### config.mk
export PLATFORM = sky130hd
export DESIGN_NAME = serial_parity_receiver_flat
export DESIGN_NICKNAME = d
export VERILOG_FILES = /design/src/rtl/serial_parity_receiver_pkg.sv /design/src/rtl/serial_parity_receiver_if.sv /design/src/rtl/serial_parity_receiver_parity_check_core.sv /design/src/rtl/serial_parity_receiver.sv /design/src/flat_wrapper.sv
export SDC_FILE = /design/constraint.sdc
export NUM_CORES = 1
export LEC_CHECK = 0
export ABC_CLOCK_PERIOD_IN_PS = 2650
export CAP_MARGIN = 20
export CORE_MARGIN = 3
export CORE_UTILIZATION = 55
export CTS_CLUSTER_DIAMETER = 100
export DETAILED_ROUTE_END_ITERATION = 6
export DONT_BUFFER_PORTS = 1
export GPL_TIMING_DRIVEN = 0
export PLACE_DENSITY = 0.7
export SETUP_SLACK_MARGIN = 0.05
export SLEW_MARGIN = 20
export SYNTH_ARGS = -nofsm -noshare
export SYNTH_HDL_FRONTEND = slang
export SYNTH_SLANG_ARGS = --single-unit
### constraint.sdc
create_clock -name clk -period 2.65 [get_ports clk]
set_input_delay 0.53 -clock clk [delete_from_list [all_inputs] [get_ports clk]]
set_output_delay 0.53 -clock clk [all_outputs]
set_load 0.05 [all_outputs]
### src/rtl/serial_parity_receiver_pkg.sv
// Shared types and frame constants for the serial parity receiver.
// Imported by the receiver top level and its testbench.
package serial_parity_receiver_pkg;

    typedef enum logic [1:0] {
        IDLE,
        DATA,
        PARITY,
        STOP
    } state_t;

    localparam logic START_BIT = 1'b0;
    localparam logic STOP_BIT  = 1'b1;

endpackage

### src/rtl/serial_parity_receiver_if.sv
// Bit-strobe input and status/data output bundle of the serial parity receiver.
// The master drives the serial line; the slave is the receiver.
interface serial_parity_receiver_if #(
    parameter int N = 8
);
    logic         bit_en;
    logic         serial_in;
    logic [N-1:0] data_out;
    logic         data_valid;
    logic         parity_err;
    logic         frame_err;
    logic         busy;

    modport master (
        output bit_en, serial_in,
        input  data_out, data_valid, parity_err, frame_err, busy
    );

    modport slave (
        input  bit_en, serial_in,
        output data_out, data_valid, parity_err, frame_err, busy
    );
endinterface

### src/rtl/serial_parity_receiver_parity_check_core.sv
// Combinational parity comparison: flags a mismatch between the received
// parity bit and the parity expected for the data word.
module parity_check_core #(
    parameter int N   = 8,
    parameter int ODD = 0
) (
    input  logic [N-1:0] data,
    input  logic         rx_par,
    output logic         mismatch
);
    localparam logic ODD_BIT = (ODD != 0);

    logic exp_par;

    assign exp_par  = (^data) ^ ODD_BIT;
    assign mismatch = rx_par ^ exp_par;
endmodule

### src/rtl/serial_parity_receiver.sv
// Frame receiver: start bit, N data bits LSB first, parity bit, stop bit.
// Status pulses are registered and appear one clock after the stop-bit sample.
module serial_parity_receiver
    import serial_parity_receiver_pkg::*;
#(
    parameter int N   = 8,
    parameter int ODD = 0
) (
    input  logic                     clk,
    input  logic                     rst_n,
    serial_parity_receiver_if.slave  bus
);
    localparam int CNT_W = $clog2(N + 1);

    state_t       state;
    logic [CNT_W-1:0] cnt;
    logic [N-1:0] shreg;
    logic         rx_par;
    logic         mismatch;

    logic [N-1:0] data_out;
    logic         data_valid;
    logic         parity_err;
    logic         frame_err;
    logic         busy;

    parity_check_core #(
        .N   (N),
        .ODD (ODD)
    ) u_parity (
        .data     (shreg),
        .rx_par   (rx_par),
        .mismatch (mismatch)
    );

    always_ff @(posedge clk) begin
        if (!rst_n) begin
            state      <= IDLE;
            cnt        <= '0;
            shreg      <= '0;
            rx_par     <= 1'b0;
            data_out   <= '0;
            data_valid <= 1'b0;
            parity_err <= 1'b0;
            frame_err  <= 1'b0;
            busy       <= 1'b0;
        end else begin
            data_valid <= 1'b0;
            parity_err <= 1'b0;
            frame_err  <= 1'b0;
            if (bus.bit_en) begin
                case (state)
                    IDLE: begin
                        if (bus.serial_in == START_BIT) begin
                            state <= DATA;
                            cnt   <= '0;
                            busy  <= 1'b1;
                        end
                    end
                    DATA: begin
                        // Right shift so the first (LSB) bit ends up in bit 0.
                        shreg <= (shreg >> 1) | (N'(bus.serial_in) << (N - 1));
                        if (cnt == CNT_W'(N - 1)) begin
                            state <= PARITY;
                        end else begin
                            cnt <= cnt + CNT_W'(1);
                        end
                    end
                    PARITY: begin
                        rx_par <= bus.serial_in;
                        state  <= STOP;
                    end
                    STOP: begin
                        if (bus.serial_in == STOP_BIT) begin
                            data_out   <= shreg;
                            data_valid <= 1'b1;
                            parity_err <= mismatch;
                        end else begin
                            frame_err  <= 1'b1;
                        end
                        state <= IDLE;
                        busy  <= 1'b0;
                    end
                    default: begin
                        state <= IDLE;
                        busy  <= 1'b0;
                    end
                endcase
            end
        end
    end

    assign bus.data_out   = data_out;
    assign bus.data_valid = data_valid;
    assign bus.parity_err = parity_err;
    assign bus.frame_err  = frame_err;
    assign bus.busy       = busy;
endmodule

### src/flat_wrapper.sv
// flat-port wrapper written by rule: the top's interface ports become plain ports
module serial_parity_receiver_flat import serial_parity_receiver_pkg::*;
#(
    parameter int N   = 8,
    parameter int ODD = 0
)
  (clk, rst_n, bus_bit_en, bus_serial_in, bus_data_out, bus_data_valid, bus_parity_err, bus_frame_err, bus_busy);
  serial_parity_receiver_if #(.N(N)) bus_i ();
  input  logic clk;
  input  logic rst_n;
  input wire logic [$bits(bus_i.bit_en)-1:0] bus_bit_en;
  input wire logic [$bits(bus_i.serial_in)-1:0] bus_serial_in;
  output wire logic [$bits(bus_i.data_out)-1:0] bus_data_out;
  output wire logic [$bits(bus_i.data_valid)-1:0] bus_data_valid;
  output wire logic [$bits(bus_i.parity_err)-1:0] bus_parity_err;
  output wire logic [$bits(bus_i.frame_err)-1:0] bus_frame_err;
  output wire logic [$bits(bus_i.busy)-1:0] bus_busy;
  assign bus_i.bit_en = bus_bit_en;
  assign bus_i.serial_in = bus_serial_in;
  assign bus_data_out = bus_i.data_out;
  assign bus_data_valid = bus_i.data_valid;
  assign bus_parity_err = bus_i.parity_err;
  assign bus_frame_err = bus_i.frame_err;
  assign bus_busy = bus_i.busy;
  serial_parity_receiver #(.N(N), .ODD(ODD)) u_core (.clk(clk), .rst_n(rst_n), .bus(bus_i));
endmodule
==> results.yml, run 1 <==
floorplanning:
  rows: 16
  fp.coreArea_um2: 2002
  pin_count: 16
  dieArea_um2: 2732
  initial_utilization_pct: 58.81
  fp.dieW_um: 52.27
  die_h_um: 52.27
power:
  p_per_area_nw_per_um2: 542.5
  p_seq_share_pct: 63.4
  p_int_uw: 498.6
  ir_drop_mv: 0.2807
  p_leak_uw: 0.0004266
  p_comb_share_pct: 11.0
  p_sw_uw: 172.6
  pwr-share-clk_pct: 25.6
  p_sw_share_pct: 25.72
cells_and_area:
  area_growth_pct: 5.101
  diodes: 0
  layout-drive-gt1-share_pct: 4.795
  fin_nets: 156
  fillers: 191
cts:
  cts-resized-gates: 0
  cts_buffer_depth: 2
  cts_setup_buffers: 0
  clk_latency_ns: 0.31
  tritoncts: "built"
  clockRootBuffer: "clkbuf_4"
  clk_pin_slew_worst_paths_ns: 0.14
  cts_hold_buf: 0
  cts.sinks: 27
  numCtsBuffers: 3
  htreeDepth: 1
synthesis:
  yosysUniqueCellTypes: 29
  ys_seq_elements: 27
  syn_inst: 142
  synth.most_common_cell: "nand2_1"
  syn_area_um2: 1177
  synth_top_area_share_pct: 45.91
  async_reset_ff_share_pct: 0
  synth.yosys.seq_area_share_pct: 45.91
  yosysTopAreaCell: "dfxtp_1"
  yosysWarnings: 0
  ys.flop_type: "dfxtp_1"
  synth_area_leaders: "dfxtp_1, nand2_1, a21oi_1, ha_1, xnor2_1"
  synth_area_per_cell_um2: 8.291
  syn_nets: 151
  synth_commonest_cells: "nand2_1, dfxtp_1, a21oi_1, xnor2_1, ha_1"
  synth_edf_count: 0
routing:
  wl_mm: 2.151
  dr.pass1.iters: 5
  vias_per_cell: 5.526
  drc: 0
  ant_nets: 0
  drt_iter0_markers: 23
  route.vias.total: 956
  detail_route.wl_per_cell_um: 12.43
worst_setup_path:
  critPathKind: "flop to flop"
  worstRegToRegCells: 5
  critPathRequiredTime_ns: 2.91
  cp_max_fo: 7
  arrival_ns: 1.95
  critPathCaptureType: "flop"
  start_kind: "flop"
timing:
  worst_pin_slew_ns: 0.5126
  layout_setup_ws_ns: 0.9533
  finalCritPeriodShare_pct: 64.03
  final-setup-viol-count: 0
  setup_tns_ns: 0
  min_period_ns: 1.697
  slew_violations: 0
  fin_skew_ns: 0.001894
  fmax_ghz: 0.5894
  relSlewSlack_pct: 65.78
  rsz0062_at_grt: "no"
  finalHoldViolCount: 0
global_routing:
  grt_pass1_vias: 934
  grt_use_total_pct: 18.52
  globalRouteOverflowTotal: 0
  antenna_found_initial: 0
  grt_max_degree: 15
  grt_pass1_wl_mm: 3.788
min_path:
  whs_path_depth: 2
  hold_class: "input port to flop"
status:
  status: "finished clean"
placed_design:
  portBuffers: 0
  place_hpwl_mm: 1.598
  pre_cts_slack_ns: 0.9811
  finalWeightedCongestion: 0.7737
job:
  cap_violations: 0
cells by family after synthesis:
group / after synthesis / share of synthesized area, %
XOR/XNOR: 7 / 6.376
adder cells (fa/ha/maj): 5 / 5.313
flip-flops: 27 / 45.91
AO/OA/AOI/OAI: 31 / 15.09
AND/OR/NAND/NOR: 60 / 22.42
multiplexers: 1 / 0.8502
buffers and inverters: 11 / 4.038
cells in the final DEF (no fill, tap or decap), drive strengths merged, types with 2 or more instances in the layout:
cell     n
nand4    3
o21ai    2
a21oi   23
nand2   40
xnor2    6
nor2     4
inv      3
nor2b    2
ha       5
nor3     2
buf      3
a211oi   2
nand3    3
clkbuf   8
dfxtp   27
routing by layer:
| layer | up-vias | global-route usage [%] | wire, µm |
|---|---|---|---|
| li1 | 485 | - | - |
| met1 | 444 | 20.42 | 942 |
| met2 | 25 | 34.52 | 1091 |
| met3 | 2 | 3.704 | 106 |
| met4 | 0 | 6.809 | 11 |
| met5 | - | 0 | 0 |
flip-flops by register name (all words and copies together) (netlist names):
| signal | flops |
|---|---|
| u_core.state | 2 |
| u_core.shreg | 8 |
| u_core.bus.parity_err | 1 |
| u_core.cnt | 4 |
| u_core.rx_par | 1 |
| u_core.bus.data_out | 8 |
| u_core.bus.frame_err | 1 |
| u_core.bus.busy | 1 |
| u_core.bus.data_valid | 1 |
power by group through the flow:
stage                     Sequential (µW)  Combinational (µW)  Clock (µW)
after floorplan                       433                60.0           0
after CTS                             426                74.6         180
after global placement                434                72.1           0
after detailed placement              435                73.9           0
final                                 426                73.7         172
after global routing                  427                85.1         197
worst max-delay path: stages (launching register included):
cell,delay (ns)
dfxtp_1,0.40
inv_1,0.08
ha_1,0.29
a21bo_4,0.27
or4_1,0.46
a21oi_1,0.14
path summary, 6_finish.rpt:
| kind | endpoint | slack (ns) | start |
|---|---|---|---|
| setup / recovery | u_core.cnt[3] | 0.95 | u_core.state[0] |
| hold / removal | u_core.bus.data_out[1] | 0.45 | rst_n |
| setup reg to reg | u_core.cnt[3] | 0.95 | u_core.state[0] |
| hold reg to reg | u_core.rx_par | 0.49 | u_core.rx_par |
metrics by stage:
stage	util, %	hold WS (ns)	instances	cell area, µm²	total power [µW]
3_3_place_gp	60.50	0.4629	169	1211	506.1
4_1_cts	61.81	0.4454	173	1237	680.3
2_1_floorplan	-	0.4488	142	1177	493.1
5_1_grt	61.81	0.4572	173	1237	709.4
3_5_place_dp	60.50	0.4668	169	1211	508.7
6_report	61.81	0.4522	173	1237	671.3
layout make-up:
class / instances / area (µm²) / area share, %
Multi-Input combinational cell: 104 / 589.3 / 47.62
Clock buffer: 4 / 26.28 / 2.123
Buffer: 7 / 32.53 / 2.629
Tap cell: 27 / 33.78 / 2.730
Inverter: 4 / 15.01 / 1.213
Sequential cell: 27 / 540.5 / 43.68
No activity file was read; power rests on OpenSTA's default activity.
==> run 2: changes to the inputs <==
- ABC_CLOCK_PERIOD_IN_PS: 2650 -> 1800
- clock period: 2.65 -> 1.8 ns (I/O delays scaled with it)
==> results.yml, run 2 (synthesis gave the netlist of run 1 again) <==
floorplanning:
  die_h_um: 52.27
  pin_count: 16
  fp.dieW_um: 52.27
  dieArea_um2: 2732
  initial_utilization_pct: 58.81
  rows: 16
  fp.coreArea_um2: 2002
worst_setup_path:
  r2r_slack_ns: 0.18
  slowest_delay_ns: 0.46
  critPathCaptureType: "flop"
  crit_buf_inv: 1
  reg2reg_from: "u_core.state[0]"
  worstRegToRegCells: 5
  critPathRequiredTime_ns: 2.06
  crit_family: "simple AND/OR/NAND/NOR gates"
  arrival_ns: 1.88
  crit_chain: "inv_1, ha_2, a21bo_4, or4_1, a21oi_1"
  r2r_end: "u_core.cnt[3]"
  cp_max_fo: 7
  start_kind: "flop"
  critPathKind: "flop to flop"
  cp_slowest_cell: "or4_1"
placed_design:
  finalWeightedCongestion: 0.7737
  pre_cts_slack_ns: 0.1311
  place_hpwl_mm: 1.598
  portBuffers: 0
cts:
  clockRootBuffer: "clkbuf_4"
  cts_setup_buffers: 0
  htreeDepth: 1
  cts_buffer_depth: 2
  numCtsBuffers: 3
  tritoncts: "built"
  clk_pin_slew_worst_paths_ns: 0.14
  clk_latency_ns: 0.31
  cts.sinks: 27
timing:
  relSlewSlack_pct: 65.78
  min_period_ns: 1.623
  slew_violations: 0
  rsz0062_at_grt: "no"
  layout_setup_ws_ns: 0.1770
  setup_tns_ns: 0
  fmax_ghz: 0.6161
  finalCritPeriodShare_pct: 90.17
  fin_hold_ws_ns: 0.2826
  worst_pin_slew_ns: 0.5126
  final-setup-viol-count: 0
  fin_skew_ns: 0.002710
  finalHoldViolCount: 0
cells_and_area:
  final_cell_mix: "nand2_1, dfxtp_1, a21oi_1"
  area_growth_pct: 5.420
  fin_nets: 155
  layout-drive-gt1-share_pct: 6.897
  diodes: 0
  layout_commonest_cell: "nand2_1"
  fillers: 188
  reg_top3: "u_core.bus.data_out x8, u_core.shreg x8, u_core.cnt x4"
routing:
  top_layer: "met4"
  detail_route.wl_per_cell_um: 12.53
  vias_per_cell: 5.494
  dr.pass1.iters: 4
  route.met2.wl_mm: 1.078
  drc: 0
  wl_mm: 2.155
  route.vias.total: 945
  ant_nets: 0
  wl_met1_um: 958
  wl_met3_um: 107
  drt_iter0_markers: 24
min_path:
  whs_path_depth: 2
  holdCritStartpoint: "rst_n"
  hold_class: "input port to flop"
  holdPathEnd: "u_core.bus.data_out[1]"
global_routing:
  grt_pass1_wl_mm: 3.788
  antenna_found_initial: 0
  grt_use_total_pct: 18.52
  grt_max_degree: 15
  grt_pass1_vias: 934
  globalRouteOverflowTotal: 0
power:
  p_leak_uw: 0.0004249
  p_per_area_nw_per_um2: 799.1
  ir_drop_mv: 0.4133
status:
  status: "finished clean"
job:
  cap_violations: 0
[run 2: changes by cell type in the layout (fill, tap and decap cells not counted), sizes merged]
| cell | before | now |
|---|---|---|
| clkbuf | 8 | 7 |
[run 2: worst max-delay path by stage]
stage	start	to	slack [ns]	cells past startpoint
detailed placement	u_core.state[0]	u_core.cnt[3]	0.13	5
finish	u_core.state[0]	u_core.cnt[3]	0.18	5
global placement	u_core.state[0]	u_core.cnt[3]	0.17	5
CTS	u_core.state[0]	u_core.cnt[3]	0.09	5
floorplan	u_core.state[0]	u_core.cnt[3]	0.24	5
global route	u_core.state[1]	u_core.cnt[2]	0.11	7
[run 2: metal layers]
| layer | GRT usage (%) | vias to the layer above |
|---|---|---|
| li1 | - | 483 |
| met1 | 20.42 | 437 |
| met2 | 34.52 | 23 |
| met3 | 3.704 | 2 |
| met4 | 6.809 | 0 |
| met5 | 0 | - |
[run 2: layout make-up]
class / instances / area, µm² / share of cell area [%]
multi-input cells: 104 / 595.6 / 47.98
flip-flops and latches: 27 / 541.8 / 43.65
well taps: 27 / 33.78 / 2.722
plain buffers: 6 / 28.78 / 2.319
clock buffers: 4 / 26.28 / 2.117
inverters: 4 / 15.01 / 1.210
[run 2: what timing repair did]
action                                 4_1_cts  5_1_grt
setup endpoints to repair                    0        4
resized for setup                            0        3
hold buffers                                 0        0
endpoints found under the hold margin        0        0
[run 2: power breakdown]
group | internal, µW | leakage (µW) | switching, µW | total (µW)
sequential | 608 | 0.000218 | 19.0 | 627
clock | 86.5 | 0.0000150 | 166 | 253
combinational | 42.0 | 0.000191 | 69.8 | 112
[run 2: stage by stage]
stage	util, %	area, µm²	total power (µW)	cells
after floorplan	-	1177	725.9	142
after global placement	60.50	1211	745.2	169
after detailed placement	60.50	1211	748.9	169
after CTS	61.81	1237	1002	173
after global routing	62.00	1241	1047	172
final	62.00	1241	991.8	172
